### src/rtl/uart_tx_fifo.sv
// UART transmitter fed by a small word queue; frames are sent back to back while words remain.
// Define UART_TX_PARITY_EN to insert a parity bit (sense chosen by PAR_ODD) after the data bits.
module uart_tx_fifo #(
  parameter int DATA_W     = 8,
  parameter int BAUD_DIV   = 2604,
  parameter int STOP_BITS  = 1,
  parameter int FIFO_DEPTH = 4,
  parameter int PAR_ODD    = 0
) (
  input  logic              clk,
  input  logic              rst_n,
  input  logic              trmt,
  input  logic [DATA_W-1:0] tx_data,
  output logic              tx_full,
  output logic              tx_busy,
  output logic              tx_done,
  output logic              TX
);

  localparam int PTR_W  = $clog2(FIFO_DEPTH);
  localparam int CNT_W  = PTR_W + 1;
  localparam int BAUD_W = $clog2(BAUD_DIV);
  localparam logic [BAUD_W-1:0] BAUD_LAST = BAUD_W'(BAUD_DIV - 1);
  localparam logic [3:0]        DATA_LAST = 4'(DATA_W - 1);
  localparam logic [3:0]        STOP_LAST = 4'(STOP_BITS - 1);

  typedef enum logic [2:0] {
    IDLE,
    START,
    DATA,
`ifdef UART_TX_PARITY_EN
    PARITY,
`endif
    STOP
  } state_t;

  // ---------------------------------------------------------------- queue
  logic [DATA_W-1:0] mem [FIFO_DEPTH];
  logic [PTR_W-1:0]  wr_ptr, rd_ptr;
  logic [CNT_W-1:0]  count;
  logic [DATA_W-1:0] head;
  logic              push, pop, queue_ne;

  assign tx_full  = (count == CNT_W'(FIFO_DEPTH));
  assign queue_ne = (count != '0);
  assign push     = trmt && !tx_full;
  assign head     = mem[rd_ptr];

  // NOTE: queue storage has no reset; the flushed pointers/count make stale words unreachable.
  always_ff @(posedge clk) begin
    if (push) mem[wr_ptr] <= tx_data;
  end

  // NOTE: all state updates use non-blocking assignment so every flop samples pre-edge values.
  always_ff @(posedge clk or negedge rst_n) begin
    if (!rst_n) begin
      wr_ptr <= '0;
      rd_ptr <= '0;
      count  <= '0;
    end else begin
      if (push) wr_ptr <= wr_ptr + 1'b1;
      if (pop)  rd_ptr <= rd_ptr + 1'b1;
      case ({push, pop})
        2'b10:   count <= count + 1'b1;
        2'b01:   count <= count - 1'b1;
        default: count <= count;
      endcase
    end
  end

  // ----------------------------------------------------------- frame FSM
  state_t            state, state_nxt;
  logic [BAUD_W-1:0] baud_cnt, baud_nxt;
  logic [3:0]        bit_idx, bit_nxt;
  logic [DATA_W-1:0] shreg, shreg_nxt;
  logic              tx_nxt;
  logic              baud_tc;

  assign baud_tc = (baud_cnt == BAUD_LAST);
  assign tx_busy = (state != IDLE);

`ifdef UART_TX_PARITY_EN
  localparam logic PAR_INIT = 1'(PAR_ODD);
  logic parity_q;

  always_ff @(posedge clk or negedge rst_n) begin
    if (!rst_n)   parity_q <= 1'b0;
    else if (pop) parity_q <= (^head) ^ PAR_INIT;
  end
`endif

  // NOTE: every output of this block gets a default first, so no path can infer a latch.
  always_comb begin
    state_nxt = state;
    baud_nxt  = baud_cnt;
    bit_nxt   = bit_idx;
    shreg_nxt = shreg;
    tx_nxt    = TX;
    pop       = 1'b0;

    if (state != IDLE) baud_nxt = baud_tc ? '0 : baud_cnt + 1'b1;

    case (state)
      IDLE: begin
        if (queue_ne) begin
          state_nxt = START;
          pop       = 1'b1;
          shreg_nxt = head;
          tx_nxt    = 1'b0;
          baud_nxt  = '0;
        end
      end
      START: begin
        if (baud_tc) begin
          state_nxt = DATA;
          bit_nxt   = '0;
          tx_nxt    = shreg[0];
        end
      end
      DATA: begin
        if (baud_tc) begin
          if (bit_idx == DATA_LAST) begin
`ifdef UART_TX_PARITY_EN
            state_nxt = PARITY;
            tx_nxt    = parity_q;
`else
            state_nxt = STOP;
            bit_nxt   = '0;
            tx_nxt    = 1'b1;
`endif
          end else begin
            bit_nxt   = bit_idx + 1'b1;
            shreg_nxt = shreg >> 1;
            tx_nxt    = shreg[1];
          end
        end
      end
`ifdef UART_TX_PARITY_EN
      PARITY: begin
        if (baud_tc) begin
          state_nxt = STOP;
          bit_nxt   = '0;
          tx_nxt    = 1'b1;
        end
      end
`endif
      STOP: begin
        if (baud_tc) begin
          if (bit_idx != STOP_LAST) begin
            bit_nxt = bit_idx + 1'b1;
          end else if (queue_ne) begin
            // Chain straight into the next start bit so frames have no idle gap.
            state_nxt = START;
            pop       = 1'b1;
            shreg_nxt = head;
            tx_nxt    = 1'b0;
            baud_nxt  = '0;
          end else begin
            state_nxt = IDLE;
            tx_nxt    = 1'b1;
          end
        end
      end
      default: begin
        state_nxt = IDLE;
        tx_nxt    = 1'b1;
      end
    endcase
  end

  always_ff @(posedge clk or negedge rst_n) begin
    if (!rst_n) begin
      state    <= IDLE;
      baud_cnt <= '0;
      bit_idx  <= '0;
      shreg    <= '0;
      TX       <= 1'b1;
      tx_done  <= 1'b1;
    end else begin
      state    <= state_nxt;
      baud_cnt <= baud_nxt;
      bit_idx  <= bit_nxt;
      shreg    <= shreg_nxt;
      TX       <= tx_nxt;
      // A newly accepted word outranks a frame ending in the same cycle.
      if (push)                                      tx_done <= 1'b0;
      else if (state == STOP && state_nxt == IDLE)   tx_done <= 1'b1;
    end
  end

endmodule

### config.mk
export PLATFORM = sky130hd
export DESIGN_NAME = uart_tx_fifo
export DESIGN_NICKNAME = d
export VERILOG_FILES = /design/src/rtl/uart_tx_fifo.sv
export SDC_FILE = /design/constraint.sdc
export NUM_CORES = 1
export LEC_CHECK = 0
export ABC_AREA = 1
export BUFFER_PORTS_ARGS = -buffer_cell sky130_fd_sc_hd__buf_2
export CAP_MARGIN = 10
export CORE_UTILIZATION = 61
export CTS_BUF_LIST = sky130_fd_sc_hd__clkbuf_2 sky130_fd_sc_hd__clkbuf_4 sky130_fd_sc_hd__clkbuf_8
export DETAILED_ROUTE_END_ITERATION = 16
export GPL_ROUTABILITY_DRIVEN = 0
export PLACE_DENSITY_LB_ADDON = 0.2
export SYNTH_ARGS = -nofsm -noshare
export SYNTH_HDL_FRONTEND = slang
export SYNTH_SLANG_ARGS = --single-unit
### constraint.sdc
create_clock -name clk -period 3.2 [get_ports clk]
set_clock_uncertainty 0.2 [all_clocks]
set_input_delay 0.96 -clock clk [delete_from_list [all_inputs] [get_ports clk]]
set_output_delay 0.96 -clock clk [all_outputs]
set_load 0.05 [all_outputs]
* After elaboration in Yosys (flattened, before gate mapping)
Memories as Yosys holds them, arrays and structs flattened.
Cells that the tools add are included.
** Word-level totals
- Register bits :: 36
- RAM bits :: 32
- Input bits :: 11
- Output and inout bits :: 4
- Logic and storage cells :: 89
- Memories :: 1
** Operators by class
- Add/subtract/negate cells :: 6
- Equality and inequality tests :: 15
- Muxes and demuxes :: 43
- Reductions and logical operators :: 15
** Memories
- mem :: depth 4, bits a word 8, rd ports 1, clocked after Yosys merged registers in 0, wr ports 1, line 38 : logic [DATA_W-1:0] mem [FIFO_DEPTH];
** Operators with widths (count)
- 12-bit 2-to-1 mux :: 5
- 8-bit 2-to-1 mux :: 5
- 12-bit case mux with 2 select lines :: 1
- 8-bit case mux with 3 select lines :: 1
- 4-bit 2-to-1 mux :: 5
- 3-bit 2-to-1 mux :: 6
- 1-bit 2-to-1 mux :: 15
- 5-bit AND reduction :: 3
- 2-bit != test, second input constant :: 7
- 12-bit by 1-bit adder with 12-bit output, second input constant :: 1
- 12-bit equality test, second input constant :: 1
- 3-bit case mux with 4 select lines :: 1
- 4-bit case mux with 3 select lines :: 1
- 3-bit nonzero test :: 4
- 3-bit by 2-bit equality test with 1-bit output, second input constant :: 2
- 3-bit logical NOT :: 2
- 3-bit case mux with 2 select lines :: 1
- 2-bit by 1-bit adder with 2-bit output, second input constant :: 2
- 4-bit by 1-bit adder with 4-bit output, second input constant :: 1
- 4-bit by 3-bit equality test with 1-bit output, second input constant :: 1
- 1-bit case mux with 4 select lines :: 1
- 2-bit nonzero test :: 2
- 4-bit nonzero test :: 1
- 3-bit by 1-bit adder with 3-bit output, second input constant :: 1
- other kinds (8) :: 9

* Logic depth before layout (Yosys ltp)
Gate-level depths: netlist of run 1.
- Word-level depth :: 9
- Depth in mapped cells :: 15
- Mapped depth without buffers :: 15

* Least setup slack after synthesis of run 1
OpenSTA, ideal clock, no wires.
- Path kind :: reg2reg
- From :: register baud_cnt[0]
- To :: register count[2]
- Library setup time :: 0.131 ns
- Arrival time :: 2.127 ns
- Required time :: 2.869 ns
- Setup slack :: 0.742 ns
- Stages on the path, launching flop included :: 16
- Path buffers :: 0
- Period minus slack after synthesis :: 2.458 ns
- Path through :: dfrtp_1 > ha_1 > nand2_1 > inv_1 > nand2_1 > nor2_4 > nand3_2 > nand2_2 > nand2_4 > inv_1 > ha_1 > inv_1 > fa_1 > a21oi_1 > o21ai_0 > xor2_1
** On the way
- Word-level cells in the longest chain between the ends :: 5
- Elaborated cells between the ends (all ways) :: 7
- Those cells by class :: 3 x eq/ne; 3 x mux; 1 x reduce/logical
** Ends and longest elaborated chain
- start: declaration :: line 73 : logic [BAUD_W-1:0] baud_cnt, baud_nxt;
- start signal: assignment :: line 181 : baud_cnt <= baud_nxt;
- 12-bit equality test * :: line 79 : assign baud_tc = (baud_cnt == BAUD_LAST);
- 1-bit 2-to-1 mux * :: line 148 : if (baud_tc) begin
- 1-bit case mux with 2 select lines * :: line 103 : case (state)
- net pop :: line 42 : logic push, pop, queue_ne;
- 2-bit by 1-bit equality test with 1-bit output or 2-bit equality test (tied branches) :: line 63 : case ({push, pop})
- 3-bit case mux with 2 select lines or 2-bit nonzero test (tied branches)
- end signal: assignment :: line 64 : 2'b10: count <= count + 1'b1;
- end signal: assignment :: line 65 : 2'b01: count <= count - 1'b1;
- end signal: assignment :: line 66 : default: count <= count;
- end: declaration :: line 40 : logic [CNT_W-1:0] count;
Mark *: on every way through the listed nets, which the timed path passes. The rest lies on a longest branch.
A chain may end at the register's enable or synchronous reset.

* Worst setup path in the final report of run 1
Same ends and word-level chain as after synthesis.

==> results of run 1 <==
[power by group through the flow]
stage          logic, uW  registers, uW  clock network, uW
5_1_grt             1040           1300                820
2_1_floorplan        724           1250                  0
6_report             925           1270                782
3_5_place_dp         922           1290                  0
3_3_place_gp         896           1280                  0
4_1_cts              934           1270                791
[layout make-up]
type | count | area share (%)
sequential | 68 | 50.56
inverter | 46 | 4.751
tap | 70 | 2.375
clock inverter | 6 | 2.409
clock buffer | 10 | 3.563
multi-input combinational | 221 | 33.63
timing repair buffer | 18 | 2.715
[logic make-up after synthesis]
| family | synth area share, % |
|---|---|
| simple gates | 21.06 |
| xor+xnor | 2.907 |
| compound gates | 9.702 |
| other cells | 0.1131 |
| flops | 56.25 |
| buf+inv | 6.342 |
| fa+ha+maj | 3.624 |
[worst register-to-register path, delay by kind of cell (launching register included)]
kind                     cells  cell delay (ps)
XOR/XNOR                     1              160
adder cells (fa/ha/maj)      3              730
AO/OA/AOI/OAI                2              260
buffers and inverters        3              210
flip-flops                   1              390
AND/OR/NAND/NOR              6              620
[how the worst max path moves through the flow]
stage / end / depth (start not counted) / slack [ps] / startpoint
floorplan: count[2]$_DFFE_PN0P_ / 15 / 740 / baud_cnt[0]$_DFF_PN0_
global placement: count[2]$_DFFE_PN0P_ / 15 / 650 / baud_cnt[0]$_DFF_PN0_
finish: count[2]$_DFFE_PN0P_ / 15 / 500 / baud_cnt[0]$_DFF_PN0_
global route: count[2]$_DFFE_PN0P_ / 15 / 260 / baud_cnt[1]$_DFF_PN0_
detailed placement: count[2]$_DFFE_PN0P_ / 15 / 540 / baud_cnt[0]$_DFF_PN0_
CTS: count[2]$_DFFE_PN0P_ / 15 / 510 / baud_cnt[0]$_DFF_PN0_
[placed cells by master (no fill, tap or decap), types with 14 or more instances in the layout]
cell type,synthesis,final
sky130_fd_sc_hd__a21oi_1,15,15
sky130_fd_sc_hd__buf_2,4,14
sky130_fd_sc_hd__dfrtp_1,34,34
sky130_fd_sc_hd__edfxtp_1,32,32
sky130_fd_sc_hd__inv_1,36,36
sky130_fd_sc_hd__nand2_1,78,78
sky130_fd_sc_hd__nand3_1,15,15
sky130_fd_sc_hd__nor2_1,24,24
sky130_fd_sc_hd__o21ai_0,15,15
[flip-flops by register name (all words and copies together) (netlist names)]
name,cells
state,3
mem,32
baud_cnt,12
tx_done,1
wr_ptr,2
count,3
rd_ptr,2
bit_idx,4
shreg,8
TX,1
[metal layers]
metal | GRT usage, % | vias to the layer above | share of wire [%]
met4 | 9.259 | 0 | 1.6
met1 | 34.99 | 1079 | 51
met2 | 34.82 | 40 | 44
li1 | - | 1173 | -
met5 | 0 | - | 0
met3 | 5.556 | 9 | 3.3
[Yosys cell counts, types with 4 or more instances]
master	count	share of area [%]
sky130_fd_sc_hd__nor2_1	24	2.7
sky130_fd_sc_hd__nand2_1	78	8.8
sky130_fd_sc_hd__inv_2	9	1.0
sky130_fd_sc_hd__o21ai_1	6	0.91
sky130_fd_sc_hd__a32o_1	5	1.5
sky130_fd_sc_hd__o21ai_0	15	2.3
sky130_fd_sc_hd__nor2_2	6	1.1
sky130_fd_sc_hd__ha_1	8	3.0
sky130_fd_sc_hd__a21oi_1	15	2.3
sky130_fd_sc_hd__nand3_1	15	2.3
sky130_fd_sc_hd__xor2_1	8	2.1
sky130_fd_sc_hd__inv_1	36	4.1
sky130_fd_sc_hd__nand4_1	5	0.94
sky130_fd_sc_hd__dfrtp_1	34	26
sky130_fd_sc_hd__buf_2	4	0.60
sky130_fd_sc_hd__edfxtp_1	32	29
[stage by stage]
step	util [%]	total power, uW	cell area (um2)	std cells
finish	71.29	2980	3687	439
global route	71.29	3154	3687	439
CTS	71.29	2997	3687	439
detailed placement	67.03	2209	3467	423
global placement	67.03	2175	3467	423
floorplan	-	1976	3314	341
==> summary.md, run 1 <==
| Metric | Value |
|---|---|
| Internal portion of total power | 1906 uW |
| Reported net switching power | 1074 uW |
| Critical path data required time | 3220 ps |
| Number of flip-flops and latches in the synthesized netlist | 68 |
| Hpwl dp | 4.080 mm |
| Hold_buf cts | 0 |
| Number of filler instances in the final layout | 381 |
| Largest vdd supply drop | 0.0005287 V |
| Logic depth of the worst register-to-register path | 15 |
| Synthesized instance count | 341 |
| Pin count of the biggest net entering global routing | 37 |
| Clock tree from TritonCTS | done |
| Max stage delay cell, worst path | sky130_fd_sc_hd__dfrtp_1 |
| Data arrival time at the worst-slack endpoint | 2720 ps |
| Overall track demand over capacity in global routing | 23.89% |
| Number of global-route vias before repair | 2096 |
| Kind of cell with the highest combined delay on the critical path | adder cells |
| WP buf/inv | 3 |
| Initial antenna violation count | 0 |
| R2R Setup Slk | 500 ps |
| Number of buffers created by CTS | 9 |
| Commonest register cell after synthesis | sky130_fd_sc_hd__dfrtp_1 |
| Ratio of cells with drive above 1 in the final layout | 18.97% |
| Drt via density | 5.241 |
| Synthesized area divided by synthesized cell count | 9.720 um2 |
| Dpl ws | 543.8 ps |
| Series of cell instances along the critical path | ha_1, nand2_1, inv_1, nand2_1, nor2_4, nand3_2, nand2_2, nand2_4, inv_1, ha_1, inv_1, fa_1, a21oi_1, o21ai_0, xor2_1 |
| Clock latency on the worst-skew pair | 350 ps |
| Deepest clock path buffer count | 2 |
| Post-route DRC violation count | 0 |
| Startpoint of the most critical register-to-register path | baud_cnt[0]$_DFF_PN0_ |
| Buffer count from post-CTS setup fixing | 0 |
| Final-report setup violation count | 0 |
| Library cells used by synthesis | 38 |
| Clock tree root buffer cell | sky130_fd_sc_hd__clkbuf_8 |
| Final sum of negative setup slack | 0 ps |
| Minimum period implied by the final worst setup slack | 2700 ps |
| Hold Path End | TX$_DFFE_PN1P_ |
| Number of flops mapped to enable cells by yosys | 32 |
| Peak Freq | 370.4 MHz |
| Pwr dens | 808.1 nW/um2 |
| Area taken by flip-flops and latches | 1864 um2 |
| Number of pins with negative max-slew slack in the final report | 0 |
| Total area of multi-input combinational cells | 1240 um2 |
| Worst hold stages | 2 |
| Height of the chip | 75.71 um |
| Count of synthesis-stage warnings from yosys | 0 |
| Hold path startpoint | TX$_DFFE_PN1P_ |
| Total I/O pin count | 15 |
| Switching power share of the total | 36.03% |
| Type of element capturing the critical path | register |
| Critical path peak fanout | 5 |
| Synthesized Nets | 361 |
| Max-cap violations | 0 |
| Number of input and output port buffers inserted | 14 |
| Total number of vias | 2301 |
| Mapped Area | 3314 um2 |
| Kind of critical path | reg -> reg |
| Sequential fraction of the synthesis area | 56.25% |
| Critical Path Most Common Cell | sky130_fd_sc_hd__inv_1 |
| Post-synthesis to final-layout area growth | 11.25% |
| Crit start category | register |
| Final-report hold violation count | 0 |
| Number of routed nets with antenna violations | 0 |
| Row cnt | 26 |
| Unrepaired setup endpoints after global routing | no |
| Slowest Stage Delay on Critical Path | 390 ps |
| Outcome | completed |
| Global-route wire length before repair | 9.742 mm |
| Total global routing overflow | 0 |
| Worst-path clk slew | 70 ps |
| Number of iterations in the first detailed-routing pass | 4 |
| Share of the clock period used by the worst path | 84.38% |
| Worst-margin pin slew | 815.4 ps |
| Net count of the finished layout | 384 |
| Number of instances resized during post-cts repair | 0 |
| Relative max-transition margin | 45.64% |
| Detailed Route WL | 5.984 mm |
| Combinational share of power | 31.1% |
| Synth async-reset ratio | 52.94% |
| Antenna Diode Count | 0 |
| Relative contribution of sequential cells to total power | 42.7% |
| Initial standard-cell utilization of the core | 64.08% |
| Routed wire length per instance | 13.63 um |
| Final Hold Slack | 269.7 ps |
| Hold Crit Class | reg -> reg |
| Clock tree sinks | 68 |
| Width of the chip | 75.71 um |
| Final Worst Setup Slack | 499.9 ps |
| Cell leakage power | 0.001601 uW |
| Die outline area | 5732 um2 |
| Number of violations reported at the end of detailed-routing iteration 0 | 157 |
| Core Footprint | 5172 um2 |
| Clk network pwr share | 26.2% |
| Endpoint of the lowest-slack register-to-register path | count[2]$_DFFE_PN0P_ |
| Number of H-tree levels | 3 |
Note: power is estimated with default switching activity, not from simulation.
==> run 2: changes to the inputs <==
==> constraint.sdc (replaced) <==
create_clock -name clk -period 2.7 [get_ports clk]
set_clock_uncertainty 0.2 [all_clocks]
set_input_delay 0.81 -clock clk [delete_from_list [all_inputs] [get_ports clk]]
set_output_delay 0.81 -clock clk [all_outputs]
set_load 0.05 [all_outputs]
==> run 2 against run 1 <==
Cell area increased by 2.1%. Final cell count up 1.8%. Largest power group unchanged. Critical path type unchanged. First-iteration DRC count decreased by 38%. Largest cell class unchanged. Maximum frequency increased by 5.6%.
==> summary.md, run 2 (synthesized netlist as in run 1, its figures left out) <==
| Metric | Value |
|---|---|
| Outcome | completed |
| Hpwl dp | 4.272 mm (+4.7%) |
| Share of the clock period used by the worst path | 94.67% (+10 points) |
| Routed wire length per instance | 13.73 um (+0.72%) |
| Die outline area | 5732 um2 (unchanged) |
| Worst-margin pin slew | 627.0 ps (-188.4 ps) |
| Max-cap violations | 0 (unchanged) |
| Hold Crit Class | in -> async |
| Number of violations reported at the end of detailed-routing iteration 0 | 98 (-38%) |
| Met2 track demand over resource in global routing | 38.10% (+3.3 points) |
| Clock latency on the worst-skew pair | 340 ps (about the same) |
| Antenna Diode Count | 0 (unchanged) |
| Minimum period implied by the final worst setup slack | 2556 ps (-143.9 ps) |
| Initial antenna violation count | 0 (unchanged) |
| Total number of vias | 2372 (+3.1%) |
| Deepest clock path buffer count | 2 (unchanged) |
| Global-route wire length before repair | 10.09 mm (+3.6%) |
| Drt via density | 5.306 (+1.2%) |
| Crit start category | register |
| Overall track demand over capacity in global routing | 24.74% (+0.85 points) |
| Relative max-transition margin | 58.20% (+13 points) |
| Number of iterations in the first detailed-routing pass | 4 (unchanged) |
| Dpl ws | 13.05 ps (-530.7 ps) |
| Number of cells in the design after placement | 427 (+0.95%) |
| Pin count of the biggest net entering global routing | 21 (-43%) |
| Ratio of cells with drive above 1 in the final layout | 22.28% (+3.3 points) |
| Clock tree root buffer cell | sky130_fd_sc_hd__clkbuf_8 |
| Most heavily used metal layer in global routing | met2 |
| Final-report setup violation count | 0 (unchanged) |
| Total global routing overflow | 0 (unchanged) |
| Peak Freq | 391.2 MHz (+5.6%) |
| Height of the chip | 75.71 um (unchanged) |
| Max FFs per register | 32 (unchanged) |
| Design Power | 3579 uW (+20%) |
| Net count of the finished layout | 392 (+2.1%) |
| Width of the chip | 75.71 um (unchanged) |
| Kind of critical path | reg -> reg |
| Total I/O pin count | 15 (unchanged) |
| Worst-path clk slew | 80 ps (about the same) |
| Commonest non-fill, non-tap cells in the layout | 77 x sky130_fd_sc_hd__nand2_1, 34 x sky130_fd_sc_hd__inv_1, 34 x sky130_fd_sc_hd__dfrtp_1 |
| Final sum of negative setup slack | 0 ps (unchanged) |
| Most common cell after layout, fill and taps aside | sky130_fd_sc_hd__nand2_1 |
| Detailed Route WL | 6.137 mm (+2.6%) |
| Critical path data required time | 2730 ps (-490 ps) |
| Largest Register | mem |
| Number of buffers created by CTS | 9 (unchanged) |
| Number of global-route vias before repair | 2243 (+7.0%) |
| Largest vdd supply drop | 0.0008476 V (+60%) |
| Post-route DRC violation count | 0 (unchanged) |
| Data arrival time at the worst-slack endpoint | 2590 ps (-130 ps) |
| Met3 capacity usage during global routing | 7.672% (+2.1 points) |
| Final-report hold violation count | 0 (unchanged) |
| Number of input and output port buffers inserted | 14 (unchanged) |
| Pwr dens | 950.4 nW/um2 (+18%) |
| Critical path peak fanout | 5 (unchanged) |
| Final Worst Setup Slack | 143.8 ps (-356.1 ps) |
| Number of pins with negative max-slew slack in the final report | 0 (unchanged) |
| Core Footprint | 5172 um2 (unchanged) |
| Row cnt | 26 (unchanged) |
| Top Registers | mem x32, baud_cnt x12, shreg x8 |
| Clock tree sinks | 68 (unchanged) |
| Global-route track usage on met1 | 33.33% (-1.7 points) |
| Initial standard-cell utilization of the core | 64.08% (unchanged) |
| Post-synthesis to final-layout area growth | 13.63% |
| Number of routed nets with antenna violations | 0 (unchanged) |
| Cell leakage power | 0.001642 uW (+2.5%) |
| Number of H-tree levels | 3 (unchanged) |
| Non-filler cells, final | 447 (+1.8%) |
| Clock tree from TritonCTS | done |
| Type of element capturing the critical path | register |
run 2: cell types whose count changed in the layout (fill, tap and decap cells not counted), moves of 2 or more:
cell	previous run	this run
sky130_fd_sc_hd__clkinv_4	0	2
sky130_fd_sc_hd__inv_2	9	11
sky130_fd_sc_hd__buf_4	4	12
sky130_fd_sc_hd__inv_1	36	34
run 2: area by class of cell:
type / count / area (um2)
clock buffer: 9 / 123.9
clock inverter: 7 / 98.84
fill: 369 / 1406
inverter: 46 / 175.2
multi-input combinational: 221 / 1256
sequential: 68 / 1864
tap: 70 / 87.58
timing repair buffer: 26 / 160.2
run 2: worst paths after layout:
kind / start / end / slack, ps / cells past startpoint
max: baud_cnt[0]$_DFF_PN0_ / count[2]$_DFFE_PN0P_ / 140 / 15
min: rst_n / rd_ptr[0]$_DFFE_PN0P_ / 200 / 1
max reg2reg: baud_cnt[0]$_DFF_PN0_ / count[2]$_DFFE_PN0P_ / 140 / 15
min reg2reg: count[0]$_DFFE_PN0P_ / count[0]$_DFFE_PN0P_ / 270 / 1
max in group asynchronous: rst_n / tx_done$_DFFE_PN1P_ / 1520 / 2
min in group clk: count[0]$_DFFE_PN0P_ / count[0]$_DFFE_PN0P_ / 270 / 1
run 2: metrics by stage:
| stage | cell area [um2] | hold slack, ps | util [%] |
|---|---|---|---|
| 2_1_floorplan | 3314 | 246.5 | - |
| 3_3_place_gp | 3497 | 250.3 | 67.61 |
| 3_5_place_dp | 3497 | 263.7 | 67.61 |
| 4_1_cts | 3722 | 203.0 | 71.96 |
| 5_1_grt | 3766 | 226.3 | 72.81 |
| 6_report | 3766 | 195.3 | 72.81 |
run 2: repair_timing:
| item | in CTS | in global routing |
|---|---|---|
| setup buffers | 0 | 4 |
| hold buffers | 0 | 0 |
| gates resized for setup | 1 | 7 |
| endpoints found under the setup margin | 1 | 1 |
| pin swaps | 0 | 4 |
run 2: metal layers:
| layer | wire (um) | part of all wire, % |
|---|---|---|
| met5 | 0 | 0 |
| met4 | 82 | 1.3 |
| met3 | 267 | 4.4 |
| met2 | 2834 | 46 |
| met1 | 2952 | 48 |
run 2: power by group:
part | total [uW] | internal, uW | switching, uW
combinational | 1150 | 413 | 740
clock | 919 | 524 | 395
sequential | 1510 | 1350 | 158
run 2: worst max-delay path, cell delays in order (launching register included):
cell and delay (ps):
sky130_fd_sc_hd__dfrtp_1 390, sky130_fd_sc_hd__ha_2 210, sky130_fd_sc_hd__nand2_1 70, sky130_fd_sc_hd__inv_1 60, sky130_fd_sc_hd__nand2_2 60, sky130_fd_sc_hd__nor2_4 120, sky130_fd_sc_hd__nand3_2 100, sky130_fd_sc_hd__nand2_4 110
sky130_fd_sc_hd__nand2_4 90, sky130_fd_sc_hd__inv_2 70, sky130_fd_sc_hd__ha_1 150, sky130_fd_sc_hd__inv_2 60, sky130_fd_sc_hd__fa_2 370, sky130_fd_sc_hd__a21oi_2 140, sky130_fd_sc_hd__o21ai_1 90, sky130_fd_sc_hd__xor2_1 150
==> run 3: changes to the inputs <==
--- a/config.mk
+++ b/config.mk
@@ -13,6 +13,7 @@
 export DETAILED_ROUTE_END_ITERATION = 16
 export GPL_ROUTABILITY_DRIVEN = 0
 export PLACE_DENSITY_LB_ADDON = 0.2
+export SETUP_SLACK_MARGIN = 0.4
 export SYNTH_ARGS = -nofsm -noshare
 export SYNTH_HDL_FRONTEND = slang
 export SYNTH_SLANG_ARGS = --single-unit
==> constraint.sdc (replaced) <==
create_clock -name clk -period 2.85 [get_ports clk]
set_clock_uncertainty 0.2 [all_clocks]
set_input_delay 0.855 -clock clk [delete_from_list [all_inputs] [get_ports clk]]
set_output_delay 0.855 -clock clk [all_outputs]
set_load 0.05 [all_outputs]
==> run 3 against run 2 <==
Total power fell by 1.5%. Die area did not move. Utilization rose by 1.7 points. Largest cell class unchanged. Largest power group unchanged. Critical path type unchanged. Cell area rose by 2.3%. Register-to-register slack improved by 320 ps. Highest routed layer unchanged. Sequential power fell by 5%. Maximum frequency rose by 7.2%.
==> summary.md, run 3 (synthesized netlist as in run 1, its figures left out) <==
| Metric | Value |
|---|---|
| Outcome | completed |
| Number of H-tree levels | 3 (unchanged) |
| Share of the clock period used by the worst path | 83.70% (-11 points) |
| Kind of critical path | reg -> reg |
| Number of routed nets with antenna violations | 0 (unchanged) |
| Max-cap violations | 0 (unchanged) |
| Hold Crit Class | reg -> reg |
| Slowest Stage Delay on Critical Path | 370 ps (-20 ps) |
| Detailed Route WL | 6.414 mm (+4.5%) |
| Final-report hold violation count | 0 (unchanged) |
| Number of iterations in the first detailed-routing pass | 4 (unchanged) |
| Number of input and output port buffers inserted | 14 (unchanged) |
| Final Worst Setup Slack | 464.4 ps (+320.6 ps) |
| Post-synthesis to final-layout area growth | 16.27% |
| Hold path startpoint | tx_done$_DFFE_PN1P_ |
| Hold Path End | tx_done$_DFFE_PN1P_ |
| Max stage delay cell, worst path | sky130_fd_sc_hd__fa_2 |
| Drt via density | 5.362 (+1.1%) |
| Die outline area | 5732 um2 (unchanged) |
| Largest Register | mem |
| Type of element capturing the critical path | register |
| Series of cell instances along the critical path | ha_2, nand2_2, inv_2, nand2_2, nor2_4, nand3_4, nand2_4, nand2_8, inv_4, ha_4, inv_2, fa_2, a21oi_2, o21ai_2, xor2_1 |
| Most common cell after layout, fill and taps aside | sky130_fd_sc_hd__nand2_1 |
| Number of global-route vias before repair | 2301 (+2.6%) |
| Ratio of cells with drive above 1 in the final layout | 24.21% (+1.9 points) |
| Final Hold Slack | 271.1 ps (+75.75 ps) |
| Top Registers | mem x32, baud_cnt x12, shreg x8 |
| Unrepaired setup endpoints after global routing | yes |
| Kind of cell with the highest combined delay on the critical path | adder cells |
| Design Power | 3525 uW (-1.5%) |
| Startpoint of the most critical register-to-register path | baud_cnt[1]$_DFF_PN0_ |
| Critical path data required time | 2870 ps (+140 ps) |
| Pin count of the biggest net entering global routing | 37 (+76%) |
| Row cnt | 26 (unchanged) |
| Critical path peak fanout | 3 (-2) |
| Deepest clock path buffer count | 2 (unchanged) |
| R2R Setup Slk | 460 ps (+320 ps) |
| Clock latency on the worst-skew pair | 340 ps (about the same) |
| Dpl ws | 234.8 ps (+221.7 ps) |
| Clock tree root buffer cell | sky130_fd_sc_hd__clkbuf_8 |
| Logic depth of the worst register-to-register path | 15 (unchanged) |
| Crit start category | register |
| Endpoint of the lowest-slack register-to-register path | count[2]$_DFFE_PN0P_ |
| Commonest non-fill, non-tap cells in the layout | 76 x sky130_fd_sc_hd__nand2_1, 34 x sky130_fd_sc_hd__dfrtp_1, 32 x sky130_fd_sc_hd__inv_1, 32 x sky130_fd_sc_hd__edfxtp_1, 24 x sky130_fd_sc_hd__nor2_1 |
| Relative max-transition margin | 45.20% (-13 points) |
| Max FFs per register | 32 (unchanged) |
| Number of buffers created by CTS | 9 (unchanged) |
| Overall track demand over capacity in global routing | 25.72% (+0.97 points) |
| Worst hold stages | 2 |
| Total number of vias | 2413 (+1.7%) |
| Pwr dens | 914.8 nW/um2 (-3.7%) |
| Initial antenna violation count | 0 (unchanged) |
| Worst-margin pin slew | 822.0 ps (+195.0 ps) |
| Routed wire length per instance | 14.25 um (+3.8%) |
| Core Footprint | 5172 um2 (unchanged) |
| Clock tree from TritonCTS | done |
| Total I/O pin count | 15 (unchanged) |
| Hpwl dp | 4.353 mm (+1.9%) |
| Initial standard-cell utilization of the core | 64.08% (unchanged) |
| Total global routing overflow | 0 (unchanged) |
| Width of the chip | 75.71 um (unchanged) |
| Utilization of the core after routing | 74.50% (+1.7 points) |
| Minimum period implied by the final worst setup slack | 2386 ps (-170.6 ps) |
| Data arrival time at the worst-slack endpoint | 2410 ps (-180 ps) |
| Height of the chip | 75.71 um (unchanged) |
| Worst-path clk slew | 70 ps (about the same) |
| Clock tree sinks | 68 (unchanged) |
| Number of violations reported at the end of detailed-routing iteration 0 | 130 (+33%) |
| WP buf/inv | 3 (unchanged) |
| Final sum of negative setup slack | 0 ps (unchanged) |
| Peak Freq | 419.2 MHz (+7.2%) |
| Net count of the finished layout | 395 (+0.77%) |
| Largest vdd supply drop | 0.0006817 V (-20%) |
| Post-route DRC violation count | 0 (unchanged) |
| Final-report setup violation count | 0 (unchanged) |
| Global-route wire length before repair | 10.54 mm (+4.4%) |
| Cell leakage power | 0.001676 uW (+2.1%) |
| Antenna Diode Count | 0 (unchanged) |
| Number of pins with negative max-slew slack in the final report | 0 (unchanged) |
## run 3: cell count changes in the layout (fill, tap and decap cells not counted), sizes merged
cell,change
buf,+3
bufinv,+1
inv,-1
## run 3: worst max-delay path by stage
stage                                       to                  start  cells after the start
after floorplan           count[2]$_DFFE_PN0P_  baud_cnt[0]$_DFF_PN0_                     15
after global placement    count[2]$_DFFE_PN0P_  baud_cnt[0]$_DFF_PN0_                     15
after detailed placement  count[2]$_DFFE_PN0P_  baud_cnt[0]$_DFF_PN0_                     15
after CTS                              tx_busy     state[2]$_DFF_PN0_                      4
after global routing      count[2]$_DFFE_PN0P_  baud_cnt[1]$_DFF_PN0_                     15
final                     count[2]$_DFFE_PN0P_  baud_cnt[1]$_DFF_PN0_                     15
## run 3: timing repair
item                       4_1_cts  5_1_grt
hold buffers                     0        0
gates resized for setup          2       14
setup buffers                    8        2
pin swaps                        3        7
setup endpoints to repair        3        3
## run 3: power by group
group / internal [uW] / total [uW] / switching (uW)
Sequential: 1280 / 1430 / 153
Clock: 578 / 942 / 364
Combinational: 424 / 1150 / 728
## run 3: metal layers
metal / share of wire, % / GRT usage, % / routed length [um] / up-vias
li1: - / - / - / 1200
met1: 47 / 36.64 / 3044 / 1149
met2: 47 / 38.99 / 3045 / 52
met3: 3.4 / 4.630 / 219 / 12
met4: 1.6 / 11.32 / 105 / 0
met5: 0 / 0 / 0 / -
## run 3: through the flow
stage | cell area [um2] | instances
4_1_cts | 3789 | 448
2_1_floorplan | 3322 | 341
5_1_grt | 3854 | 450
3_5_place_dp | 3482 | 424
6_report | 3854 | 450
3_3_place_gp | 3482 | 424
## run 3: worst register-to-register path, stage by stage (launching register included)
cell and delay (ps):
sky130_fd_sc_hd__dfrtp_1 360, sky130_fd_sc_hd__ha_2 190, sky130_fd_sc_hd__nand2_2 70, sky130_fd_sc_hd__inv_2 50
sky130_fd_sc_hd__nand2_2 60, sky130_fd_sc_hd__nor2_4 140, sky130_fd_sc_hd__nand3_4 100, sky130_fd_sc_hd__nand2_4 100
sky130_fd_sc_hd__nand2_8 70, sky130_fd_sc_hd__inv_4 60, sky130_fd_sc_hd__ha_4 120, sky130_fd_sc_hd__inv_2 50
sky130_fd_sc_hd__fa_2 370, sky130_fd_sc_hd__a21oi_2 140, sky130_fd_sc_hd__o21ai_2 70, sky130_fd_sc_hd__xor2_1 140
## run 3: final cells by class
cell class / instances / area (um2)
fillers: 354 / 1319
clock buffers: 9 / 123.9
multi-input cells: 221 / 1296
well taps: 70 / 87.58
flip-flops and latches: 68 / 1864
repair buffers: 29 / 188.9
inverters: 46 / 177.7
clock inverters: 7 / 115.1
